File: src/rtl/instr_sequencer_if.sv
// Control/strobe bundle between the instruction sequencer (slave) and its environment (master).
interface instr_sequencer_if #(
    parameter int RETIRE_W = 16
);
    logic                start;
    logic [1:0]          opcode;
    logic                cmp;
    logic                mem_ready;
    logic [2:0]          state;
    logic [3:0]          count;
    logic                fetch_en;
    logic                alu_en;
    logic                mem_req;
    logic                wb_en;
    logic                pc_inc;
    logic                pc_load;
    logic                halted;
    logic                err;
    logic [RETIRE_W-1:0] retired;

    modport master (
        output start, opcode, cmp, mem_ready,
        input  state, count, fetch_en, alu_en, mem_req, wb_en, pc_inc, pc_load,
               halted, err, retired
    );

    modport slave (
        input  start, opcode, cmp, mem_ready,
        output state, count, fetch_en, alu_en, mem_req, wb_en, pc_inc, pc_load,
               halted, err, retired
    );
endinterface

File: src/rtl/instr_sequencer.sv
// Cycle-level control FSM of the processor: fetch/decode/execute sequencing, retire counter.
// Define INSTR_SEQ_TIMEOUT_EN to halt with a sticky err when FETCH or MEM waits out its count.
module instr_sequencer #(
    parameter int RETIRE_W = 16
) (
    input  logic              clk,
    input  logic              rst,
    instr_sequencer_if.slave  bus
);

    typedef enum logic [2:0] {
        S_IDLE   = 3'd0,
        S_FETCH  = 3'd1,
        S_DECODE = 3'd2,
        S_EXEC   = 3'd3,
        S_MEM    = 3'd4,
        S_BRANCH = 3'd5,
        S_WRITE  = 3'd6,
        S_HALT   = 3'd7
    } state_e;

    localparam logic [1:0] OP_ALU  = 2'b00;
    localparam logic [1:0] OP_MEM  = 2'b01;
    localparam logic [1:0] OP_JMP  = 2'b10;
    localparam logic [1:0] OP_HALT = 2'b11;

    state_e              state_q, state_d;
    logic [3:0]          count_q, count_d;
    logic [1:0]          op_q, op_d;
    logic                cmp_q, cmp_d;
    logic [RETIRE_W-1:0] retired_q, retired_d;
`ifdef INSTR_SEQ_TIMEOUT_EN
    logic                err_q, err_d;
    logic                timeout;

    assign timeout = (state_q == S_FETCH || state_q == S_MEM) &&
                     (count_q == 4'hF) && !bus.mem_ready;
`endif

    always_comb begin
        // NOTE: every _d gets its hold value first, so no path through the case can infer a latch.
        state_d   = state_q;
        op_d      = op_q;
        cmp_d     = cmp_q;
        retired_d = retired_q;
`ifdef INSTR_SEQ_TIMEOUT_EN
        err_d     = err_q;
`endif
        case (state_q)
            S_IDLE:   if (bus.start) state_d = S_FETCH;
            S_FETCH:  if (bus.mem_ready) state_d = S_DECODE;
            S_DECODE: begin
                op_d  = bus.opcode;
                cmp_d = bus.cmp;
                case (bus.opcode)
                    OP_ALU:  state_d = S_EXEC;
                    OP_MEM:  state_d = S_MEM;
                    OP_JMP:  state_d = bus.cmp ? S_BRANCH : S_WRITE;
                    OP_HALT: state_d = S_HALT;
                endcase
            end
            S_EXEC:   if (count_q == 4'd1) state_d = S_WRITE;
            S_MEM:    if (bus.mem_ready) state_d = S_WRITE;
            S_BRANCH, S_WRITE: begin
                state_d   = S_FETCH;
                retired_d = retired_q + RETIRE_W'(1);
            end
            S_HALT:   state_d = S_HALT;
            default:  state_d = S_IDLE;
        endcase

`ifdef INSTR_SEQ_TIMEOUT_EN
        // mem_ready on the count==15 cycle already kept timeout low, so the normal move wins.
        if (timeout) begin
            state_d = S_HALT;
            err_d   = 1'b1;
        end
`endif

        if (state_d != state_q || state_q == S_IDLE || state_q == S_HALT)
            count_d = 4'd0;
        else if (count_q != 4'hF)
            count_d = count_q + 4'd1;
        else
            count_d = count_q;
    end

    always_ff @(posedge clk) begin
        // NOTE: sequential state uses non-blocking assignments so all flops update from pre-edge values.
        if (rst) begin
            state_q   <= S_IDLE;
            count_q   <= 4'd0;
            op_q      <= 2'b00;
            cmp_q     <= 1'b0;
            retired_q <= '0;
`ifdef INSTR_SEQ_TIMEOUT_EN
            err_q     <= 1'b0;
`endif
        end else begin
            state_q   <= state_d;
            count_q   <= count_d;
            op_q      <= op_d;
            cmp_q     <= cmp_d;
            retired_q <= retired_d;
`ifdef INSTR_SEQ_TIMEOUT_EN
            err_q     <= err_d;
`endif
        end
    end

    assign bus.state    = state_q;
    assign bus.count    = count_q;
    assign bus.fetch_en = (state_q == S_FETCH);
    assign bus.alu_en   = (state_q == S_EXEC);
    assign bus.mem_req  = (state_q == S_MEM);
    assign bus.wb_en    = (state_q == S_WRITE) && (op_q != OP_JMP);
    assign bus.pc_inc   = (state_q == S_WRITE);
    assign bus.pc_load  = (state_q == S_BRANCH);
    assign bus.halted   = (state_q == S_HALT);
    assign bus.retired  = retired_q;
`ifdef INSTR_SEQ_TIMEOUT_EN
    assign bus.err      = err_q;
`else
    assign bus.err      = 1'b0;
`endif

endmodule

File: src/flat_wrapper.sv
// flat-port wrapper written by rule: the top's interface ports become plain ports
module instr_sequencer_flat 
#(
    parameter int RETIRE_W = 16
)
  (clk, rst, bus_start, bus_opcode, bus_cmp, bus_mem_ready, bus_state, bus_count, bus_fetch_en, bus_alu_en, bus_mem_req, bus_wb_en, bus_pc_inc, bus_pc_load, bus_halted, bus_err, bus_retired);
  instr_sequencer_if #(.RETIRE_W(RETIRE_W)) bus_i ();
  input  logic clk;
  input  logic rst;
  input wire logic [$bits(bus_i.start)-1:0] bus_start;
  input wire logic [$bits(bus_i.opcode)-1:0] bus_opcode;
  input wire logic [$bits(bus_i.cmp)-1:0] bus_cmp;
  input wire logic [$bits(bus_i.mem_ready)-1:0] bus_mem_ready;
  output wire logic [$bits(bus_i.state)-1:0] bus_state;
  output wire logic [$bits(bus_i.count)-1:0] bus_count;
  output wire logic [$bits(bus_i.fetch_en)-1:0] bus_fetch_en;
  output wire logic [$bits(bus_i.alu_en)-1:0] bus_alu_en;
  output wire logic [$bits(bus_i.mem_req)-1:0] bus_mem_req;
  output wire logic [$bits(bus_i.wb_en)-1:0] bus_wb_en;
  output wire logic [$bits(bus_i.pc_inc)-1:0] bus_pc_inc;
  output wire logic [$bits(bus_i.pc_load)-1:0] bus_pc_load;
  output wire logic [$bits(bus_i.halted)-1:0] bus_halted;
  output wire logic [$bits(bus_i.err)-1:0] bus_err;
  output wire logic [$bits(bus_i.retired)-1:0] bus_retired;
  assign bus_i.start = bus_start;
  assign bus_i.opcode = bus_opcode;
  assign bus_i.cmp = bus_cmp;
  assign bus_i.mem_ready = bus_mem_ready;
  assign bus_state = bus_i.state;
  assign bus_count = bus_i.count;
  assign bus_fetch_en = bus_i.fetch_en;
  assign bus_alu_en = bus_i.alu_en;
  assign bus_mem_req = bus_i.mem_req;
  assign bus_wb_en = bus_i.wb_en;
  assign bus_pc_inc = bus_i.pc_inc;
  assign bus_pc_load = bus_i.pc_load;
  assign bus_halted = bus_i.halted;
  assign bus_err = bus_i.err;
  assign bus_retired = bus_i.retired;
  instr_sequencer #(.RETIRE_W(RETIRE_W)) u_core (.clk(clk), .rst(rst), .bus(bus_i));
endmodule
File: config.mk
export PLATFORM = sky130hd
export DESIGN_NAME = instr_sequencer_flat
export DESIGN_NICKNAME = d
export VERILOG_FILES = /design/src/rtl/instr_sequencer_if.sv /design/src/rtl/instr_sequencer.sv /design/src/flat_wrapper.sv
export SDC_FILE = /design/constraint.sdc
export NUM_CORES = 1
export LEC_CHECK = 0
export ABC_CLOCK_PERIOD_IN_PS = 3500
export BUFFER_PORTS_ARGS = -buffer_cell sky130_fd_sc_hd__buf_2
export CORE_UTILIZATION = 55
export DETAILED_ROUTE_END_ITERATION = 12
export PLACE_DENSITY = 0.89
export RECOVER_POWER = 25
export SLEW_MARGIN = 30
export SYNTH_ARGS = -nofsm -noshare
export SYNTH_HDL_FRONTEND = slang
export SYNTH_SLANG_ARGS = --single-unit
File: constraint.sdc
create_clock -name clk -period 3.5 [get_ports clk]
set_clock_uncertainty 0.15 [all_clocks]
set_input_delay 0.525 -clock clk [delete_from_list [all_inputs] [get_ports clk]]
set_output_delay 0.525 -clock clk [all_outputs]
set_load 0.02 [all_outputs]
# After elaboration in Yosys (flattened, before gate mapping)

Index checks and enable logic that the tools add are counted.

Eq/ne operators: 14
Shift-type cells: 0
Mux-type cells: 7
Reductions and logical operators: 7
Add/subtract/negate cells: 2
Bitwise gates (word level): 0
Div/mod/pow operators: 0
Order comparisons: 0
Multipliers: 0

Operator list:

| operator                | count |
|---|---|
| $pmux W3 S7             | 1 |
| $add A16 B1 Y16 const B | 1 |
| $eq A3 B3 Y1 const B    | 4 |
| $mux W3                 | 4 |
| $pmux W3 S4             | 1 |
| $eq A3 B2 Y1 const B    | 2 |
| $add A4 B1 Y4 const B   | 1 |
| $eq A2 B2 Y1 const B    | 2 |
| $eq A4 B1 Y1 const B    | 1 |
| $ne A4 B4 Y1 const B    | 1 |
| $reduce_or A2 Y1        | 2 |
| $eq A3 B1 Y1 const B    | 1 |
| $logic_not A3 Y1        | 1 |
| $ne A3 B3 Y1            | 1 |
| $eq A2 B1 Y1 const B    | 1 |
| $logic_not A2 Y1        | 1 |
| $logic_or A1 B1 Y1      | 2 |
| $mux W2                 | 1 |
| $ne A2 B2 Y1 const B    | 1 |
| $logic_and A1 B1 Y1     | 1 |

Word-level logic and storage cells: 34
Bits in registers: 25
Input bits: 7
Bits in latches: 0
Memories: 0
Memory bits (writable): 0
Bits in read-only memories: 0

# Logic depth before layout (Yosys ltp)

Gate-level depths: netlist of run 1.

Depth after elaboration: 7
Mapped depth: 6
Depth with buffers taken out: 6

# Worst setup path before layout of run 1

Ideal clock, no wire load.

Path kind: reg-to-reg
Start point: register u_core.state_q[2] (netlist: u_core.bus.state[2])
End point: register u_core.count_q[1] (netlist: u_core.bus.count[1])
Slack: 1191 ps
Arrival time: 2063 ps
Required time: 3254 ps
Clock period less this slack: 2309 ps
Path buffers: 1
Cell stages (with the launch flop): 6
Path through: dfxtp_1 > buf_2 > nor3b_1 > a2bb2oi_1 > a221o_1 > nor4b_1

Elaborated cells on any way between the ends: 18

RTL lines:

| item                             | line                   | text |
|---|---|---|
| start, declared                  | instr_sequencer.sv:27  | `state_e state_q, state_d;` |
| start signal, assigned           | instr_sequencer.sv:100 | `state_q <= state_d;` |
| $eq A3 B3 Y1                     | -                      |  |
| via bus_mem_req                  | flat_wrapper.sv:18     | `output wire logic [$bits(bus_i.mem_req)-1:0] bus_mem_req;` |
| $pmux W3 S7                      | instr_sequencer.sv:49  | `case (state_q)` |
| $ne A3 B3 Y1                     | instr_sequencer.sv:80  | `if (state_d != state_q \|\| state_q == S_IDLE \|\| state_q == S_HALT)` |
| $logic_or A1 B1 Y1 (2 in series) | instr_sequencer.sv:80  |  |
| $reduce_or A2 Y1 (no line)       | -                      |  |
| end signal, assigned             | instr_sequencer.sv:101 | `count_q <= count_d;` |
| end, declared                    | instr_sequencer.sv:28  | `logic [3:0] count_q, count_d;` |

The timed path passes the listed nets, and every way through them passes these cells.
A chain may end at the register's enable or synchronous reset.

# Worst setup path in the final report of run 1

Start point: register u_core.state_q[2] (netlist: u_core.bus.state[2])
End point: output bus_mem_req

Longest elaborated chain between the ends: 1

Ends and longest elaborated chain:

| item          | line                   | text |
|---|---|---|
| $eq A3 B3 Y1  | instr_sequencer.sv:115 | `assign bus.mem_req = (state_q == S_MEM);` |
| end, declared | flat_wrapper.sv:18     |  |

No other way between the ends.

==> metrics.yaml, run 1 <==
worstPathRequired_ns: 2.82
finalCriticalPeriod_ns: 2.311
io_buffers: 36
grt_pass1_vias: 1098
synth-warning-count: 0
core-area_mm2: 0.002276
ys_ff_latch: 25
slowest_stage: "dfxtp_1"
syn_inst: 167
setup_viol: 0
async_reset_ff_share_pct: 0
endpoint: "bus_mem_req"
power.total_uw: 521.4
drt-vias-per-instance: 5.509
postCtsHoldBufs: 0
place_hpwl_mm: 2.082
clk_pin_slew_ns: 0.13
place_area_mm2: 0.001534
die_area_mm2: 0.002673
track_usage_pct: 23.57
start_kind: "register"
fmax_mhz: 432.6
hold_viol: 0
drive_gt1_share_pct: 16.16
avgSynthCellArea_um2: 8.137
diodes: 0
startpoint: "u_core.bus.state[2]$_SDFF_PP0_"
critPathTopFamily: "flip-flops"
slew_violations: 0
ios: 38
cts_buffers: 3
final_nets: 209
crit_chain: "nor3b_1 -> buf_2"
finish.utilization_pct: 67.84
arrival_ns: 1.64
cts_setup_buffers: 0
synth.area.top_cells: "dfxtp_1 (37%), nor2_1 (5.5%), xnor2_1 (4.5%)"
synth_top_area_cell: "dfxtp_1"
synthFlopType: "dfxtp_1"
post-route-period-util_pct: 66.04
ys_types: 39
grt_max_degree: 29
max-slew-margin-rel_pct: 59.14
clk_path_buf_depth: 2
clkLatencyLatePin_ns: 0.32
syn_nets: 177
yosysTopAreaCellShare_pct: 36.83
cp-end-kind: "output pin"
synthesis.area_mm2: 0.001359
r2r_end: "u_core.bus.retired[15]$_SDFFE_PP0P_"
via_count: 1245
drc: 0
cts_tree: "done"
start_util_pct: 59.70
critical_path_class: "reg2out"
die_x_um: 51.71
ys_top_cells_by_count: "dfxtp_1 (25), nor2_1 (20), nand3_1 (12), nor3_1 (10), a21oi_1 (9)"
hold_path_class: "in2reg"
tns_ns: 0
drv_cap: 0
wl_per_cell_um: 12.78
routed_wl_mm: 2.888
design_area_mm2: 0.001544
htree_levels: 1
gp_congestion: 0.8510
synth.most_common_cell: "dfxtp_1"
path_buf_inv: 1
r2r_cells: 4
cts_root_buffer: "clkbuf_4"
irDropWorstVdd_mv: 0.2463
power.density_mw_per_mm2: 337.7
cts_resized: 0
path_max_fanout: 18
syn_to_final_growth_pct: 13.63
dieHeight_um: 51.71
ant_nets: 0
worst_pin_slew_ns: 0.6121
rsz0062_at_grt: "no"
clock-sinks: 25
cellLeakagePower_nw: 0.5902
grt_overflow: 0
firstDrtPassIters: 4
drtIter0Drc: 27
critPathMaxStageDelay_ns: 0.71
rows: 17
outcome: "completed"
grt_first_pass_wirelength_mm: 4.767
r2r_slack_ns: 1.19
synth_edf_count: 0
antenna_found_initial: 0
cp.depth: 2
r2r-start: "u_core.bus.state[0]$_SDFF_PP0_"
ys_seq_area_share_pct: 36.83
cell usage in the layout, fill, tap and decap left out, types with 2 or more instances in the layout:
master | netlist | routed
inv_1 | 8 | 8
a31oi_1 | 2 | 2
xnor2_1 | 7 | 7
nand2_1 | 7 | 7
nor3_1 | 10 | 10
nand4_1 | 2 | 2
clkbuf_4 | 0 | 3
ha_1 | 3 | 3
mux2_1 | 3 | 3
buf_2 | 2 | 23
nor4_1 | 4 | 4
nor2_1 | 20 | 20
nand2b_1 | 2 | 2
or3_1 | 4 | 4
o21ai_0 | 8 | 8
a21oi_1 | 9 | 9
dfxtp_1 | 25 | 25
nor2b_1 | 6 | 6
nand3_1 | 12 | 12
xor2_1 | 3 | 3
nand3b_1 | 2 | 2
mux2i_1 | 3 | 3
clkbuf_1 | 5 | 14
nor3b_1 | 4 | 4
state kept, by name, indices dropped and copies added, names as in the netlist:
| name | flops |
|---|---|
| u_core.op_q | 2 |
| u_core.bus.state | 3 |
| u_core.bus.count | 4 |
| u_core.bus.retired | 16 |
final cells by class:
cell class,count,area [µm²]
Multi-Input combinational cell,125,788.3
Fill cell,203,732.0
Sequential cell,25,500.5
Timing Repair Buffer,36,163.9
Tap cell,28,35.03
Inverter,8,30.03
Clock buffer,4,26.28
metrics by stage:
stage	setup slack, ns	instances	hold WS (ns)
3_3_place_gp	1.341	222	0.3203
4_1_cts	1.193	226	0.3418
6_report	1.189	226	0.3470
3_5_place_dp	1.218	222	0.3417
2_1_floorplan	1.191	167	0.3020
5_1_grt	1.024	226	0.3497
report_power, final:
part | switching [mW] | internal, mW
Sequential | 0.0181 | 0.290
Clock | 0.0836 | 0.0446
Combinational | 0.0519 | 0.0328
cells by family after synthesis:
kind of cell,Yosys count,synth area share (%)
flops,25,36.83
fa+ha+maj,3,2.763
buf+inv,17,5.157
simple gates,80,32.04
xor+xnor,11,7.643
other cells,1,0.2760
mux,7,5.525
compound gates,23,9.761
worst min-delay path by stage:
stage	startpoint	to	slack (ns)	cells past startpoint
2_1_floorplan	u_core.op_q[1]$_SDFFE_PP0P_	u_core.op_q[1]$_SDFFE_PP0P_	0.30	2
3_3_place_gp	u_core.op_q[1]$_SDFFE_PP0P_	u_core.op_q[1]$_SDFFE_PP0P_	0.32	2
3_5_place_dp	u_core.bus.retired[1]$_SDFFE_PP0P_	u_core.bus.retired[1]$_SDFFE_PP0P_	0.34	2
4_1_cts	bus_mem_ready	u_core.bus.state[1]$_SDFF_PP0_	0.34	3
5_1_grt	bus_mem_ready	u_core.bus.state[1]$_SDFF_PP0_	0.35	3
6_report	bus_mem_ready	u_core.bus.state[1]$_SDFF_PP0_	0.35	3
worst reg2reg max path, delay by kind of cell, from the launching register on:
kind | cells | cell delay (ns)
xor gates and xnor gates | 1 | 0.26
DFF | 1 | 0.74
muxes | 1 | 0.33
and+or+nand+nor | 2 | 0.72
metal layers:
layer / routed length, µm / global-route usage, % / vias up
met2: 1482 / 45.45 / 33
met5: 0 / 0 / -
li1: - / - / 641
met4: 14 / 4.505 / 0
met1: 1254 / 26.03 / 569
met3: 136 / 5.263 / 2
(Power assumes the default switching activity.)
==> run 2: changes to the inputs <==
--- a/config.mk
+++ b/config.mk
@@ -5,11 +5,11 @@
 export SDC_FILE = /design/constraint.sdc
 export NUM_CORES = 1
 export LEC_CHECK = 0
-export ABC_CLOCK_PERIOD_IN_PS = 3500
+export ABC_CLOCK_PERIOD_IN_PS = 1910
 export BUFFER_PORTS_ARGS = -buffer_cell sky130_fd_sc_hd__buf_2
-export CORE_UTILIZATION = 55
+export CORE_UTILIZATION = 46
 export DETAILED_ROUTE_END_ITERATION = 12
-export PLACE_DENSITY = 0.89
+export PLACE_DENSITY = 0.8
 export RECOVER_POWER = 25
 export SLEW_MARGIN = 30
 export SYNTH_ARGS = -nofsm -noshare
==> constraint.sdc (replaced) <==
create_clock -name clk -period 1.91 [get_ports clk]
set_clock_uncertainty 0.15 [all_clocks]
set_input_delay 0.2865 -clock clk [delete_from_list [all_inputs] [get_ports clk]]
set_output_delay 0.2865 -clock clk [all_outputs]
set_load 0.02 [all_outputs]
==> metrics.yaml, run 2 (synthesis gave the netlist of run 1 again) <==
outcome: "completed"
drtIter0Drc: 24  # -11%
start_kind: "register"
post-route-period-util_pct: 97.91
drc: 0  # unchanged
setup_viol: 0  # unchanged
drive_gt1_share_pct: 30.95  # +15 points
setup_ws_ns: 0.03997  # -1.149 ns
irDropWorstVdd_mv: 0.5177  # +110%
final_common_cell: "buf_2"
hold_path_class: "in2reg"
slew_violations: 0  # unchanged
clock-sinks: 25  # unchanged
drt-vias-per-instance: 5.295  # -3.9%
cp-end-kind: "register"
fillers: 261  # +29%
wl_per_cell_um: 11.79  # -7.8%
io_buffers: 36  # unchanged
postCtsHoldBufs: 0  # unchanged
whs_ns: 0.1094  # -0.2377 ns
tns_ns: 0  # unchanged
grt_pass1_vias: 1090  # -0.73%
cts_buffers: 3  # unchanged
start_util_pct: 48.85  # -11 points
multi_input_area_um2: 819.5  # +4.0%
critical_path_class: "reg2reg"
cellLeakagePower_nw: 0.6881  # +17%
max-slew-margin-rel_pct: 56.19  # -3.0 points
cts_tree: "done"
ant_nets: 0  # unchanged
die_x_um: 56.35  # +9.0%
layout_common_cells: "buf_2 (29), nor2_1 (20), dfxtp_1 (16), nand3_1 (12), buf_4 (11)"
drv_cap: 0  # unchanged
diodes: 0  # unchanged
worst_pin_slew_ns: 0.6551  # +0.04307 ns
gp_congestion: 0.8733  # +2.6%
htree_levels: 1  # unchanged
arrival_ns: 1.95  # +0.31 ns
path_max_fanout: 5  # -13
cts_root_buffer: "clkbuf_4"
grt_overflow: 0  # unchanged
grt_first_pass_wirelength_mm: 4.629  # -2.9%
fmax_mhz: 534.8
die_area_mm2: 0.003175  # +19%
clk_pin_slew_ns: 0.14  # about the same
power.density_mw_per_mm2: 581.9  # +72%
clk_path_buf_depth: 2  # unchanged
track_usage_pct: 17.92  # -5.6 points
place_hpwl_mm: 2.036  # -2.2%
largest_reg_flops: 16  # unchanged
dieHeight_um: 56.35  # +9.0%
dp_slack_ns: 0.03242  # -1.186 ns
routed_wl_mm: 2.841  # -1.6%
hold_viol: 0  # unchanged
firstDrtPassIters: 4  # unchanged
grt_max_degree: 29  # unchanged
finalCriticalPeriod_ns: 1.870
power.total_uw: 996.0  # +91%
antenna_found_initial: 0  # unchanged
syn_to_final_growth_pct: 25.97
clkLatencyLatePin_ns: 0.32  # about the same
ios: 38  # unchanged
final_nets: 221  # +5.7%
core-area_mm2: 0.002781  # +22%
regArea_um2: 519.2  # +3.8%
worstPathRequired_ns: 1.99  # -0.83 ns
rows: 19  # +2
via_count: 1276  # +2.5%
[run 2: cell types whose count changed in the layout (fill, tap and decap cells not counted), moves of 2 or more]
cell and delta:
nor3_2 +2, dfxtp_1 -9, dfxtp_2 +6, dfxtp_4 +3, buf_4 +11, buf_2 +6, nor3_1 -2, clkbuf_1 -7
[run 2: cell type report]
class	instances	area share [%]
sequential	25	30.34
timing repair buffer	48	16.01
clock buffer	3	1.316
tap	31	2.266
inverter	8	1.754
multi-input combinational	125	47.88
clock inverter	1	0.4386
[run 2: repair_timing]
item | CTS | global route
buffers inserted | 1 | 1
hold endpoints to repair | 0 | 0
pin swaps | 0 | 2
setup endpoints to repair | 1 | 7
resized for setup | 0 | 7
[run 2: path summary, 6_finish.rpt]
check | slack [ns] | from | endpoint | depth (start not counted)
worst max-delay path | 0.04 | u_core.bus.count[1]$_SDFFE_PP0P_ | u_core.bus.count[0]$_SDFFE_PP0P_ | 6
worst min-delay path | 0.11 | bus_mem_ready | u_core.bus.state[1]$_SDFF_PP0_ | 3
worst max register to register | 0.04 | u_core.bus.count[1]$_SDFFE_PP0P_ | u_core.bus.count[0]$_SDFFE_PP0P_ | 6
worst min register to register | 0.34 | u_core.bus.retired[1]$_SDFFE_PP0P_ | u_core.bus.retired[1]$_SDFFE_PP0P_ | 2
[run 2: report_power, final]
group / internal [mW] / switching, mW
logic: 0.0866 / 0.128
clock network: 0.0800 / 0.156
registers: 0.531 / 0.0143
total: 0.698 / 0.298
[run 2: worst max-delay path, cell delays in order, from the launching register on]
cell	delay (ns)
dfxtp_1	0.42
inv_1	0.06
ha_1	0.17
nor3b_1	0.15
and2_1	0.18
a221o_1	0.35
nor4_1	0.30
[run 2: metrics by stage]
stage / instance area (µm²) / std cells / utilization, %
after CTS: 1694 / 240 / 60.91
after floorplan: 1395 / 167 / -
after global routing: 1712 / 241 / 61.54
after global placement: 1657 / 235 / 59.56
final: 1712 / 241 / 61.54
after detailed placement: 1657 / 235 / 59.56
[run 2: routing by layer]
layer	global-route usage (%)	up-vias	wire, µm
li1	-	665	-
met1	22.77	583	1323
met2	31.29	26	1409
met3	3.456	2	94
met4	4.181	0	13
met5	0	-	0
==> run 3: changes to the inputs <==
--- a/config.mk
+++ b/config.mk
@@ -7,9 +7,10 @@
 export LEC_CHECK = 0
 export ABC_CLOCK_PERIOD_IN_PS = 1910
 export BUFFER_PORTS_ARGS = -buffer_cell sky130_fd_sc_hd__buf_2
+export CORE_MARGIN = 4
 export CORE_UTILIZATION = 46
 export DETAILED_ROUTE_END_ITERATION = 12
-export PLACE_DENSITY = 0.8
+export PLACE_DENSITY = 0.75
 export RECOVER_POWER = 25
 export SLEW_MARGIN = 30
 export SYNTH_ARGS = -nofsm -noshare
==> metrics.yaml, run 3 (synthesis gave the netlist of run 1 again) <==
cts_root_buffer: "clkbuf_4"
outcome: "completed"
finalCriticalPeriod_ns: 1.846  # -0.02408 ns
diodes: 0  # unchanged
layout_common_cells: "buf_2 (33), nor2_1 (20), buf_4 (14), dfxtp_1 (14), nand3_1 (12)"
power.density_mw_per_mm2: 567.5  # -2.5%
p_clk_share_pct: 22.6  # -1.1 points
clk_pin_slew_ns: 0.13  # about the same
rows: 19  # unchanged
ios: 38  # unchanged
hold_path_class: "in2reg"
setup_viol: 0  # unchanged
dp_cells: 234  # -0.43%
layout.cells.non_filler: 243  # +0.83%
cellLeakagePower_nw: 0.7434  # +8.0%
power_switching_uw: 295.7  # -0.91%
largest_reg_flops: 16  # unchanged
design_area_mm2: 0.001758  # +2.7%
die_area_mm2: 0.003888  # +22%
path_buf_inv: 1  # unchanged
wl_per_cell_um: 12.53  # +6.3%
path_max_fanout: 5  # unchanged
hold_viol: 0  # unchanged
start_util_pct: 48.85  # unchanged
gp_congestion: 0.8215  # -5.9%
place_hpwl_mm: 2.342  # +15%
max-slew-margin-rel_pct: 51.53  # -4.7 points
seqPwrFrac_pct: 54.6  # -0.2 points
p_int_uw: 702.0  # +0.63%
ant_nets: 0  # unchanged
start_kind: "register"
dp_slack_ns: 0.02353  # -0.008888 ns
clk_path_buf_depth: 2  # unchanged
grt_pass1_vias: 1203  # +10%
via_count: 1328  # +4.1%
grt_first_pass_wirelength_mm: 5.133  # +11%
place_area_mm2: 0.001637  # -1.2%
firstDrtPassIters: 5  # +1
r2r_slack_ns: 0.06  # +0.02 ns
cp-end-kind: "register"
critPathMaxStageDelay_ns: 0.39  # -0.03 ns
irDropWorstVdd_mv: 0.5274  # +1.9%
worstPathRequired_ns: 1.99  # about the same
io_buffers: 36  # unchanged
drv_cap: 0  # unchanged
die_x_um: 62.35  # +11%
drtIter0Drc: 52  # +120%
slew_violations: 0  # unchanged
drt-vias-per-instance: 5.465  # +3.2%
clock-sinks: 25  # unchanged
post-route-period-util_pct: 96.65  # -1.3 points
cts_tree: "done"
drive_gt1_share_pct: 37.26  # +6.3 points
arrival_ns: 1.92  # -0.03 ns
p_comb_share_pct: 22.8  # +1.2 points
core-area_mm2: 0.002781  # unchanged
routed_wl_mm: 3.045  # +7.2%
postCtsHoldBufs: 0  # unchanged
final_nets: 223  # +0.90%
grt_overflow: 0  # unchanged
r2r_cells: 6  # unchanged
dieHeight_um: 62.35  # +11%
critPathTopFamily: "simple AND/OR/NAND/NOR gates"
slowest_stage: "dfxtp_2"
final_common_cell: "buf_2"
antenna_found_initial: 0  # unchanged
cts_buffers: 3  # unchanged
fmax_mhz: 541.7  # +1.3%
clkLatencyLatePin_ns: 0.31  # about the same
switching_share_pct: 29.64  # -0.32 points
min_path_cells: 3  # unchanged
cp.depth: 6  # unchanged
htree_levels: 1  # unchanged
fillers: 251  # -3.8%
setup_ws_ns: 0.06406  # +0.02408 ns
critical_path_class: "reg2reg"
syn_to_final_growth_pct: 29.37
crit_chain: "inv_1 -> ha_1 -> nor3b_1 -> and2_1 -> a221o_1 -> nor4_1"
track_usage_pct: 15.25  # -2.7 points
grt_max_degree: 29  # unchanged
drc: 0  # unchanged
worst_pin_slew_ns: 0.7248  # +0.06964 ns
==> run 3: cell type report <==
type / instances / area, µm² / area share, %
clock buffer: 3 / 22.52 / 1.281
clock inverter: 1 / 5.005 / 0.2847
inverter: 8 / 30.03 / 1.708
multi-input combinational: 125 / 839.6 / 47.76
sequential: 25 / 521.8 / 29.68
tap: 31 / 38.79 / 2.206
timing repair buffer: 50 / 300.3 / 17.08
==> run 3: through the flow <==
stage	TNS, ns	hold WS [ns]	util (%)	total power, mW
2_1_floorplan	-0.007502	0.2833	-	0.7035
3_3_place_gp	0	0.3171	58.84	0.7608
3_5_place_dp	0	0.3199	58.84	0.7673
4_1_cts	0	0.1091	60.41	0.9922
5_1_grt	-0.1008	0.1110	63.20	1.051
6_report	0	0.1159	63.20	0.9977
==> run 3: path summary, 6_finish.rpt <==
check,from,endpoint
worst max-delay path,u_core.bus.count[1]$_SDFFE_PP0P_,u_core.bus.count[3]$_SDFFE_PP0P_
worst min-delay path,bus_mem_ready,u_core.bus.state[1]$_SDFF_PP0_
worst min register to register,u_core.bus.retired[1]$_SDFFE_PP0P_,u_core.bus.retired[1]$_SDFFE_PP0P_
worst max register to register,u_core.bus.count[1]$_SDFFE_PP0P_,u_core.bus.count[3]$_SDFFE_PP0P_
==> run 3: timing repair <==
item / in CTS / in global routing
gates cloned: 0 / 0
resized for setup: 1 / 18
buffers inserted: 2 / 3
pin swaps: 0 / 1
setup endpoints to repair: 5 / 14
==> run 3: power groups by stage <==
stage / clock network, mW / registers (mW) / logic (mW)
floorplan: 0 / 0.566 / 0.138
CTS: 0.235 / 0.548 / 0.210
finish: 0.225 / 0.545 / 0.227
global route: 0.256 / 0.547 / 0.248
global placement: 0 / 0.558 / 0.203
detailed placement: 0 / 0.559 / 0.208
==> run 3: worst min-delay path: cells and delay by family <==
| kind | cells | cell delay (ns) |
|---|---|---|
| AOI/OAI and AO/OA | 1 | 0.07 |
| buffers and inverters | 1 | 0.12 |
| and+or+nand+nor | 1 | 0.06 |
==> run 3: layer usage <==
metal	global-route usage (%)	wire length, µm	vias up
li1	-	-	669
met1	18.35	1341	624
met2	27.46	1510	33
met3	4.505	180	2
met4	1.592	13	0
met5	0	0	-
